[src/rtl/if_stage_pkg.sv]
// if_stage_pkg: shared definitions for the RV32I fetch stage.
//   Default widths, reset vector and memory decode size, the canonical NOP
//   (addi x0,x0,0), and the selector enums used by the PC and IF/ID logic.
package if_stage_pkg;

  localparam int unsigned PC_W          = 32;
  localparam int unsigned INST_W        = 32;
  localparam int unsigned CNT_W         = 32;
  localparam int unsigned MEM_ADDR_BITS_DEF = 20;

  localparam logic [31:0] RESET_VECTOR_DEF = 32'h0000_0000;
  localparam logic [31:0] NOP_INST         = 32'h0000_0013;
  localparam logic [31:0] PC_STEP          = 32'h0000_0004;

  // Source of the next PC value.
  typedef enum logic [1:0] {
    PC_SEL_INC    = 2'd0,
    PC_SEL_HOLD   = 2'd1,
    PC_SEL_TARGET = 2'd2
  } pc_sel_e;

  // Action applied to the IF/ID register on the next edge.
  typedef enum logic [1:0] {
    IFID_LOAD  = 2'd0,
    IFID_HOLD  = 2'd1,
    IFID_FLUSH = 2'd2
  } ifid_op_e;

endpackage : if_stage_pkg

[src/rtl/if_stage_if.sv]
// if_stage_if: bundle of the fetch stage's control inputs, memory port and
//   IF/ID outputs.
//   master: the environment (hazard unit, EX redirect, instruction memory)
//   slave : the fetch stage itself
//   Inputs : stall_i, flush_i, redirect_i, target_i, inst_i
//   Outputs: pc_o, ifid_valid_o, ifid_inst_o, ifid_pc_o, ifid_pc4_o,
//            ifid_fault_o, fetch_cnt_o
interface if_stage_if
  import if_stage_pkg::*;
#(
  parameter int unsigned PC_WIDTH_LENGTH   = PC_W,
  parameter int unsigned INST_WIDTH_LENGTH = INST_W
);
  logic                         stall_i;
  logic                         flush_i;
  logic                         redirect_i;
  logic [PC_WIDTH_LENGTH-1:0]   target_i;
  logic [INST_WIDTH_LENGTH-1:0] inst_i;
  logic [PC_WIDTH_LENGTH-1:0]   pc_o;
  logic                         ifid_valid_o;
  logic [INST_WIDTH_LENGTH-1:0] ifid_inst_o;
  logic [PC_WIDTH_LENGTH-1:0]   ifid_pc_o;
  logic [PC_WIDTH_LENGTH-1:0]   ifid_pc4_o;
  logic                         ifid_fault_o;
  logic [CNT_W-1:0]             fetch_cnt_o;

  modport master (
    output stall_i, flush_i, redirect_i, target_i, inst_i,
    input  pc_o, ifid_valid_o, ifid_inst_o, ifid_pc_o, ifid_pc4_o,
           ifid_fault_o, fetch_cnt_o
  );

  modport slave (
    input  stall_i, flush_i, redirect_i, target_i, inst_i,
    output pc_o, ifid_valid_o, ifid_inst_o, ifid_pc_o, ifid_pc4_o,
           ifid_fault_o, fetch_cnt_o
  );
endinterface : if_stage_if

[src/rtl/if_stage_if_id_reg.sv]
// if_id_reg: IF/ID pipeline register. Priority flush > stall > load.
//   flush_i : squash to a bubble (valid=0, NOP, zero addresses, no fault)
//   stall_i : hold every field
//   load    : capture fetched instruction; a faulting fetch loads NOP with
//             fault set, since the memory data is meaningless in that case
//   Inputs : fault_i, inst_i, pc_i, pc4_i
//   Outputs: valid_o, inst_o, pc_o, pc4_o, fault_o (all registered)
module if_id_reg
  import if_stage_pkg::*;
#(
  parameter int unsigned PC_WIDTH_LENGTH   = PC_W,
  parameter int unsigned INST_WIDTH_LENGTH = INST_W
) (
  input  logic                         clk,
  input  logic                         rst_n,
  input  logic                         flush_i,
  input  logic                         stall_i,
  input  logic                         fault_i,
  input  logic [INST_WIDTH_LENGTH-1:0] inst_i,
  input  logic [PC_WIDTH_LENGTH-1:0]   pc_i,
  input  logic [PC_WIDTH_LENGTH-1:0]   pc4_i,
  output logic                         valid_o,
  output logic [INST_WIDTH_LENGTH-1:0] inst_o,
  output logic [PC_WIDTH_LENGTH-1:0]   pc_o,
  output logic [PC_WIDTH_LENGTH-1:0]   pc4_o,
  output logic                         fault_o
);

  localparam logic [INST_WIDTH_LENGTH-1:0] NOP = INST_WIDTH_LENGTH'(NOP_INST);

  ifid_op_e                     op_s;
  logic                         valid_d, valid_q;
  logic [INST_WIDTH_LENGTH-1:0] inst_d, inst_q;
  logic [PC_WIDTH_LENGTH-1:0]   pc_d, pc_q;
  logic [PC_WIDTH_LENGTH-1:0]   pc4_d, pc4_q;
  logic                         fault_d, fault_q;

  // Select register action by priority.
  always_comb begin
    op_s = IFID_LOAD;
    if (flush_i) begin
      op_s = IFID_FLUSH;
    end else if (stall_i) begin
      op_s = IFID_HOLD;
    end else begin
      op_s = IFID_LOAD;
    end
  end

  // Next-state values for every IF/ID field.
  always_comb begin
    valid_d = valid_q;
    inst_d  = inst_q;
    pc_d    = pc_q;
    pc4_d   = pc4_q;
    fault_d = fault_q;
    case (op_s)
      IFID_FLUSH: begin
        valid_d = 1'b0;
        inst_d  = NOP;
        pc_d    = '0;
        pc4_d   = '0;
        fault_d = 1'b0;
      end
      IFID_HOLD: begin
        valid_d = valid_q;
        inst_d  = inst_q;
        pc_d    = pc_q;
        pc4_d   = pc4_q;
        fault_d = fault_q;
      end
      IFID_LOAD: begin
        valid_d = 1'b1;
        inst_d  = fault_i ? NOP : inst_i;
        pc_d    = pc_i;
        pc4_d   = pc4_i;
        fault_d = fault_i;
      end
      default: begin
        valid_d = 1'b0;
        inst_d  = NOP;
        pc_d    = '0;
        pc4_d   = '0;
        fault_d = 1'b0;
      end
    endcase
  end

  // IF/ID state flops with asynchronous reset to a bubble.
  always_ff @(posedge clk or negedge rst_n) begin
    if (!rst_n) begin
      valid_q <= 1'b0;
      inst_q  <= NOP;
      pc_q    <= '0;
      pc4_q   <= '0;
      fault_q <= 1'b0;
    end else begin
      valid_q <= valid_d;
      inst_q  <= inst_d;
      pc_q    <= pc_d;
      pc4_q   <= pc4_d;
      fault_q <= fault_d;
    end
  end

  assign valid_o = valid_q;
  assign inst_o  = inst_q;
  assign pc_o    = pc_q;
  assign pc4_o   = pc4_q;
  assign fault_o = fault_q;

endmodule : if_id_reg

[src/rtl/if_stage.sv]
// if_stage: RV32I instruction-fetch stage.
//   Owns the PC (drives the instruction memory address), classifies the
//   current fetch as faulting when misaligned or beyond the decoded memory,
//   and feeds the IF/ID register. Counts instructions accepted into IF/ID.
//   Ports: clk, rst_n (async active-low), bus (if_stage_if.slave):
//     in : stall_i, flush_i, redirect_i, target_i, inst_i
//     out: pc_o, ifid_valid_o, ifid_inst_o, ifid_pc_o, ifid_pc4_o,
//          ifid_fault_o, fetch_cnt_o
module if_stage
  import if_stage_pkg::*;
#(
  parameter int unsigned          PC_WIDTH_LENGTH   = PC_W,
  parameter int unsigned          INST_WIDTH_LENGTH = INST_W,
  parameter logic [PC_W-1:0]      RESET_VECTOR      = RESET_VECTOR_DEF,
  parameter int unsigned          MEM_ADDR_BITS     = MEM_ADDR_BITS_DEF
) (
  input  logic     clk,
  input  logic     rst_n,
  if_stage_if.slave bus
);

  localparam logic [PC_WIDTH_LENGTH-1:0] PC_INC   = PC_WIDTH_LENGTH'(PC_STEP);
  localparam logic [PC_WIDTH_LENGTH-1:0] PC_RESET = PC_WIDTH_LENGTH'(RESET_VECTOR);

  pc_sel_e                    pc_sel_s;
  logic [PC_WIDTH_LENGTH-1:0] pc_d, pc_q;
  logic [PC_WIDTH_LENGTH-1:0] pc4_s;
  logic                       misalign_s;
  logic                       range_s;
  logic                       fault_s;
  logic                       load_s;
  logic [CNT_W-1:0]           cnt_d, cnt_q;

  // Sequential address; wraps naturally at the top of the address space.
  assign pc4_s = pc_q + PC_INC;

  assign misalign_s = (pc_q[1:0] != 2'b00);

  // Any set bit above the decoded window means no memory answers.
  generate
    if (MEM_ADDR_BITS < PC_WIDTH_LENGTH) begin : g_range
      assign range_s = (pc_q[PC_WIDTH_LENGTH-1:MEM_ADDR_BITS] != '0);
    end else begin : g_no_range
      assign range_s = 1'b0;
    end
  endgenerate

  assign fault_s = misalign_s | range_s;

  // PC source by priority; a redirect overrides a stall so the target is
  // not lost while the pipeline is frozen.
  always_comb begin
    pc_sel_s = PC_SEL_INC;
    if (bus.redirect_i) begin
      pc_sel_s = PC_SEL_TARGET;
    end else if (bus.stall_i) begin
      pc_sel_s = PC_SEL_HOLD;
    end else begin
      pc_sel_s = PC_SEL_INC;
    end
  end

  // Next PC value from the selected source.
  always_comb begin
    pc_d = pc_q;
    case (pc_sel_s)
      PC_SEL_TARGET: pc_d = bus.target_i;
      PC_SEL_HOLD:   pc_d = pc_q;
      PC_SEL_INC:    pc_d = pc4_s;
      default:       pc_d = PC_RESET;
    endcase
  end

  // IF/ID accepts a valid entry only when neither flushed nor stalled.
  always_comb begin
    load_s = 1'b0;
    if (!bus.flush_i && !bus.stall_i) begin
      load_s = 1'b1;
    end else begin
      load_s = 1'b0;
    end
  end

  // Fetch counter next value.
  always_comb begin
    cnt_d = cnt_q;
    if (load_s) begin
      cnt_d = cnt_q + 32'd1;
    end else begin
      cnt_d = cnt_q;
    end
  end

  // PC and fetch counter flops.
  always_ff @(posedge clk or negedge rst_n) begin
    if (!rst_n) begin
      pc_q  <= PC_RESET;
      cnt_q <= '0;
    end else begin
      pc_q  <= pc_d;
      cnt_q <= cnt_d;
    end
  end

  if_id_reg #(
    .PC_WIDTH_LENGTH  (PC_WIDTH_LENGTH),
    .INST_WIDTH_LENGTH(INST_WIDTH_LENGTH)
  ) u_if_id_reg (
    .clk     (clk),
    .rst_n   (rst_n),
    .flush_i (bus.flush_i),
    .stall_i (bus.stall_i),
    .fault_i (fault_s),
    .inst_i  (bus.inst_i),
    .pc_i    (pc_q),
    .pc4_i   (pc4_s),
    .valid_o (bus.ifid_valid_o),
    .inst_o  (bus.ifid_inst_o),
    .pc_o    (bus.ifid_pc_o),
    .pc4_o   (bus.ifid_pc4_o),
    .fault_o (bus.ifid_fault_o)
  );

  assign bus.pc_o        = pc_q;
  assign bus.fetch_cnt_o = cnt_q;

endmodule : if_stage

[src/flat_wrapper.sv]
// flat-port wrapper written by rule: the top's interface ports become plain ports
module if_stage_flat import if_stage_pkg::*;
#(
  parameter int unsigned          PC_WIDTH_LENGTH   = PC_W,
  parameter int unsigned          INST_WIDTH_LENGTH = INST_W,
  parameter logic [PC_W-1:0]      RESET_VECTOR      = RESET_VECTOR_DEF,
  parameter int unsigned          MEM_ADDR_BITS     = MEM_ADDR_BITS_DEF
)
  (clk, rst_n, bus_stall_i, bus_flush_i, bus_redirect_i, bus_target_i, bus_inst_i, bus_pc_o, bus_ifid_valid_o, bus_ifid_inst_o, bus_ifid_pc_o, bus_ifid_pc4_o, bus_ifid_fault_o, bus_fetch_cnt_o);
  if_stage_if #(.PC_WIDTH_LENGTH(PC_WIDTH_LENGTH), .INST_WIDTH_LENGTH(INST_WIDTH_LENGTH)) bus_i ();
  input  logic clk;
  input  logic rst_n;
  input wire logic [$bits(bus_i.stall_i)-1:0] bus_stall_i;
  input wire logic [$bits(bus_i.flush_i)-1:0] bus_flush_i;
  input wire logic [$bits(bus_i.redirect_i)-1:0] bus_redirect_i;
  input wire logic [$bits(bus_i.target_i)-1:0] bus_target_i;
  input wire logic [$bits(bus_i.inst_i)-1:0] bus_inst_i;
  output wire logic [$bits(bus_i.pc_o)-1:0] bus_pc_o;
  output wire logic [$bits(bus_i.ifid_valid_o)-1:0] bus_ifid_valid_o;
  output wire logic [$bits(bus_i.ifid_inst_o)-1:0] bus_ifid_inst_o;
  output wire logic [$bits(bus_i.ifid_pc_o)-1:0] bus_ifid_pc_o;
  output wire logic [$bits(bus_i.ifid_pc4_o)-1:0] bus_ifid_pc4_o;
  output wire logic [$bits(bus_i.ifid_fault_o)-1:0] bus_ifid_fault_o;
  output wire logic [$bits(bus_i.fetch_cnt_o)-1:0] bus_fetch_cnt_o;
  assign bus_i.stall_i = bus_stall_i;
  assign bus_i.flush_i = bus_flush_i;
  assign bus_i.redirect_i = bus_redirect_i;
  assign bus_i.target_i = bus_target_i;
  assign bus_i.inst_i = bus_inst_i;
  assign bus_pc_o = bus_i.pc_o;
  assign bus_ifid_valid_o = bus_i.ifid_valid_o;
  assign bus_ifid_inst_o = bus_i.ifid_inst_o;
  assign bus_ifid_pc_o = bus_i.ifid_pc_o;
  assign bus_ifid_pc4_o = bus_i.ifid_pc4_o;
  assign bus_ifid_fault_o = bus_i.ifid_fault_o;
  assign bus_fetch_cnt_o = bus_i.fetch_cnt_o;
  if_stage #(.PC_WIDTH_LENGTH(PC_WIDTH_LENGTH), .INST_WIDTH_LENGTH(INST_WIDTH_LENGTH), .RESET_VECTOR(RESET_VECTOR), .MEM_ADDR_BITS(MEM_ADDR_BITS)) u_core (.clk(clk), .rst_n(rst_n), .bus(bus_i));
endmodule
[config.mk]
export PLATFORM = sky130hd
export DESIGN_NAME = if_stage_flat
export DESIGN_NICKNAME = d
export VERILOG_FILES = /design/src/rtl/if_stage_pkg.sv /design/src/rtl/if_stage_if.sv /design/src/rtl/if_stage_if_id_reg.sv /design/src/rtl/if_stage.sv /design/src/flat_wrapper.sv
export SDC_FILE = /design/constraint.sdc
export NUM_CORES = 1
export LEC_CHECK = 0
export CORE_ASPECT_RATIO = 1.2
export CORE_MARGIN = 2
export CORE_UTILIZATION = 47
export DETAILED_ROUTE_END_ITERATION = 10
export GPL_ROUTABILITY_DRIVEN = 0
export PLACE_DENSITY = 0.81
export RECOVER_POWER = 50
export SLEW_MARGIN = 25
export SYNTH_ARGS = -nofsm -noshare
export SYNTH_HDL_FRONTEND = slang
export SYNTH_SLANG_ARGS = --single-unit
[constraint.sdc]
create_clock -name clk -period 2.6 [get_ports clk]
set_clock_uncertainty 0.15 [all_clocks]
set_input_delay 0.26 -clock clk [delete_from_list [all_inputs] [get_ports clk]]
set_output_delay 0.26 -clock clk [all_outputs]
set_load 0.02 [all_outputs]
* Word level (Yosys, flattened, before mapping)
Cells that the tools add are included. W data, S select, Z words.
Cells by class: add/subtract/negate cells 2, eq/ne operators 3, muxes and demuxes 11, bitwise gates (word level) 1, reductions and logical operators 7
Operator list (number):
- $pmux W32 S2 | 3
- $pmux W32 S3 | 1
- $add A32 B1 Y32 const B | 1
- $add A32 B3 Y32 const B | 1
- $mux W32 | 1
- $reduce_bool A12 Y1 | 1
- $eq A2 B1 Y1 const B | 2
- $logic_not A2 Y1 | 2
- $mux W2 | 2
- $pmux W1 S2 | 2
- $eq A2 B2 Y1 const B | 1
- $logic_not A1 Y1 | 2
- $mux W1 | 2
- $reduce_bool A2 Y1 | 1
- $logic_and A1 B1 Y1 | 1
- $or A1 B1 Y1 | 1
Storage, ports and cells: register bits after elaboration 162, output and inout bits 162, word-level logic and storage cells 31

* Depth between registers and ports, before layout
depth after elaboration 4, mapped depth 8, gate-level depth less buffers 5

* Cells and area by module
Synthesis repeated with hierarchy kept, for this count alone.
Second synthesis, totals: cells, all modules 683, area total of the unflattened synthesis 7636.1 um^2
Modules (own cells, without submodules):
- if_id_reg | times used 1, cells an instance 291, area each 3910.0 um^2, sequential area each 2456.1 um^2
- if_stage | times used 1, cells an instance 392, area each 3726.1 um^2, sequential area each 1601.5 um^2

* Worst setup path before layout
OpenSTA, ideal clock, no wires.
path type register to register, start point reg u_core.pc_q[2], in the netlist u_core.bus.pc_o[2], end point reg u_core.u_if_id_reg.pc4_q[26], in the netlist u_core.u_if_id_reg.pc4_o[26], library setup time 99 ps, arrival time 2233 ps, required time 2351 ps, slack 118 ps, cell stages (with the launch flop) 8, cells stage by stage dfrtp_1 -> ha_1 -> nand3_1 -> clkbuf_1 -> or3_1 -> buf_2 -> or4_1 -> a311oi_1
On the way: word-level cells in the longest chain between the ends 2
RTL lines:
- from (decl) | line if_stage.sv:26 | logic [PC_WIDTH_LENGTH-1:0] pc_d, pc_q;
- from (signal assigned) | line if_stage.sv:100 | pc_q <= pc_d;
- $add A32 B3 Y32 | line if_stage.sv:35 | assign pc4_s = pc_q + PC_INC;
- $pmux W32 S2 | line if_stage_if_id_reg.sv:57 | case (op_s)
- to (signal assigned) | line if_stage_if_id_reg.sv:101 | pc4_q <= pc4_d;
- to (decl) | line if_stage_if_id_reg.sv:35 | logic [PC_WIDTH_LENGTH-1:0] pc4_d, pc4_q;
Every way passes these cells. A chain may end at the register's enable or synchronous reset.

* Worst setup path in the final report
start point reg u_core.pc_q[7], in the netlist u_core.bus.pc_o[7], end point reg u_core.u_if_id_reg.pc4_q[25], in the netlist u_core.u_if_id_reg.pc4_o[25]
Same word-level chain as after synthesis.

==> run summary <==
Status - finished with violations
Violated checks - capacitance limit, slew limit
RSZ-0062 raised after global routing - no
1st-iter DRT viols - 524
Hold slack final - 164 ps
Synth area leaders - dfrtp_1, xnor2_1, nor2_1
Vias - 6,646
Post-synth EDFFs - 0
Vias per cell - 5.68
Post-synth top area share - 0.526
CTS tree - built
Worst setup margin - 216 ps
Sw Ratio - 0.285
Peak VDD IR - 0.353 mV
Worst reg-to-reg path cell count - 5
Relative slew slack - -0.0385
FP Rows - 50
Clock tree root buffer cell - clkbuf_16
Ys flop type - dfrtp_1
Die H - 142 um
DIE WIDTH - 119 um
Switching power - 1.91 mW
Max Slew Vio Count - 61
Area delta synth->final - 42.7%
MaxCap Viol Count - 1
Seq/Total Area, Yosys - 0.536
Gate power share - 0.186
Fillers - 1,175
Io pins - 231
Max Clk Rate - 420 MHz
Die ar. - 0.0169 mm^2
Post-synth ARST share - 1.00
PwrDens - 628 mW/mm^2
Lkg Pwr - 4.44 nW
Largest net degree at the start of global routing - 62
Yosys reg bits - 160
Worst Tran Pin Value - 1560 ps
Tot Pwr - 6.70 mW
Ratio of cells with drive above 1 in the final layout - 0.0842
WHS Path Cells - 3
Post-Synthesis Cell Area - 0.00747 mm^2
Initial antenna violation count - 0
Critical Path Max Stage Delay - 550 ps
Reg2reg end - u_core.u_if_id_reg.pc4_o[25]
Post-DP HPWL - 16,000 um
WHS Endpoint - u_core.u_if_id_reg.pc4_o[6]
Critical path class - reg -> reg
CP most frequent cell - or4_1
H-tree levels - 4
Synth Net Count - 799
Clock-pin slew on the worst setup and hold paths - 60 ps
Worst path bufs/invs - 1
Minimum clock period - 2380 ps
Register share of total power - 0.429
Most frequent cell after synthesis - dfrtp_1
Final setup viols - 0
Setup TNS - 0 ps
Top Metal Used - met4
DRC viols - 0
Cell chain of the critical path - nand2_2 -> or4_1 -> buf_4 -> or4_1 -> a311oi_1
Drt total wl - 22,500 um
Post-route ant nets - 0
R2r setup slk - 220 ps
Hold_sp - bus_stall_i
DR WL/cell - 19.3 um
Delay-heaviest family, CP - simple AND/OR/NAND/NOR gates
Net count, final - 1,020
CP arrival - 2560 ps
Dpl ws - 226 ps
CP Capture Type - flop
Setup Buffers After CTS - 0
Skew-Pair Late Insertion Delay - 420 ps
CP max stage cell - or4_1
Setup crit start kind - flop
Vias in the first global route - 6,530
M1 wire length - 9170 um
Hold Path Class - in -> reg
Cell Int Power - 4.78 mW
Met2 Wirelength - 11,400 um
Core Box Area - 0.0156 mm^2
Clk sink count - 160
Yosys warnings - 0
# port buffers - 230
# diodes - 0
Hold Fails Final Rpt - 0
First-pass GRT wire length - 35,800 um
Gr ovfl total - 0
Yosys cell types - 52
Peak fanout along the critical path - 20
CP required - 2780 ps
Met3 WL - 1440 um
Cell accounting for the most synthesized area - dfrtp_1
Syn_area_per_cell - 10.3 um^2
Initial DRT Pass Iterations - 5
Num CTS Buffers - 17
Starting density of the core - 0.480
Instance count of the mapped netlist - 728
FF-to-FF Start - u_core.bus.pc_o[7]
Total GRT Usage - 0.268
Tcrit/Tclk final - 0.917
Post_cts resized - 0
Clock group share of total power - 0.385
Commonest cells in the netlist - dfrtp_1, nor2_1, nand2_1
Longest Clk Path Bufs - 2
==> per-stage QoR <==
| step | instances | instance area (um^2) | util |
|---|---|---|---|
| 6_report | 1170 | 10700 | 0.684 |
| 5_1_grt | 1170 | 10700 | 0.684 |
| 2_1_floorplan | 728 | 7470 | - |
| 3_5_place_dp | 1136 | 10100 | 0.647 |
| 4_1_cts | 1170 | 10700 | 0.688 |
| 3_3_place_gp | 1136 | 10100 | 0.647 |
==> power groups by stage <==
stage	logic [mW]	registers (mW)	clock network (mW)
floorplan	0.423	3.05	0
global placement	1.25	2.90	0
detailed placement	1.26	2.91	0
CTS	1.27	2.87	2.60
global route	1.33	2.90	2.73
finish	1.24	2.87	2.58
==> state kept, by name, indices dropped and copies added, names as in the netlist <==
name / flops
u_core.u_if_id_reg.inst_o: 32
u_core.bus.fetch_cnt_o: 32
u_core.u_if_id_reg.pc4_o: 30
u_core.bus.pc_o: 32
u_core.u_if_id_reg.fault_o: 1
u_core.u_if_id_reg.pc_o: 32
u_core.u_if_id_reg.valid_o: 1
==> worst max-delay path by stage <==
stage / depth (start not counted) / start / slack [ps] / to
3_3_place_gp: 5 / u_core.bus.pc_o[7] / 280 / u_core.u_if_id_reg.pc4_o[25]
3_5_place_dp: 5 / u_core.bus.pc_o[3] / 230 / u_core.u_if_id_reg.pc4_o[26]
2_1_floorplan: 7 / u_core.bus.pc_o[2] / 120 / u_core.u_if_id_reg.pc4_o[26]
5_1_grt: 5 / u_core.bus.pc_o[7] / 90 / u_core.u_if_id_reg.pc4_o[25]
4_1_cts: 5 / u_core.bus.pc_o[3] / 210 / u_core.u_if_id_reg.pc4_o[26]
6_report: 5 / u_core.bus.pc_o[7] / 220 / u_core.u_if_id_reg.pc4_o[25]
==> area by class of cell <==
class,count,area (um^2),area share
clock buffer,19,443,0.0415
clock inverter,13,164,0.0154
inverter,11,41.3,0.00387
multi-input combinational,491,3160,0.297
sequential,160,4010,0.376
tap,208,260,0.0244
timing repair buffer,268,2580,0.242
==> placed cells by master, fill, tap and decap left out, types with 10 or more instances in the layout <==
cell type and n:
o21ai_0 22, a31oi_1 11, o31ai_1 11, dlygate4sd3_1 28
a22o_1 29, nor2_1 78, nor4_1 11, xnor2_1 45
nand3_1 32, clkdlybuf4s50_1 201, nor3_1 10, buf_4 26
a21oi_1 13, clkbuf_16 17, nand4_1 26, or4_1 22
nand2_1 56, dfrtp_1 157, mux2i_1 29, a311oi_1 12
==> cell families after synthesis <==
kind of cell / Yosys count / share of synthesized area
multiplexers: 33 / 0.0449
adder cells (fa/ha/maj): 2 / 0.00335
XOR/XNOR: 50 / 0.0586
flip-flops: 160 / 0.536
AND/OR/NAND/NOR: 277 / 0.188
AO/OA/AOI/OAI: 129 / 0.127
buffers and inverters: 77 / 0.0417
==> repair_timing <==
item | in CTS | in global routing
setup endpoints to repair | 0 | 0
hold buffers | 2 | 0
endpoints found under the hold margin | 61 | 0
==> worst min-delay path, cell delays in order <==
cell      delay, ps
clkbuf_1        260
nand2_1         130
a21oi_1          50
==> metal layers <==
layer / vias to the layer above / track usage
met4: 0 / 0.100
li1: 3080 / -
met2: 271 / 0.447
met5: - / 0
met1: 3261 / 0.353
met3: 34 / 0.0457
No activity file was read; power rests on OpenSTA's default activity.
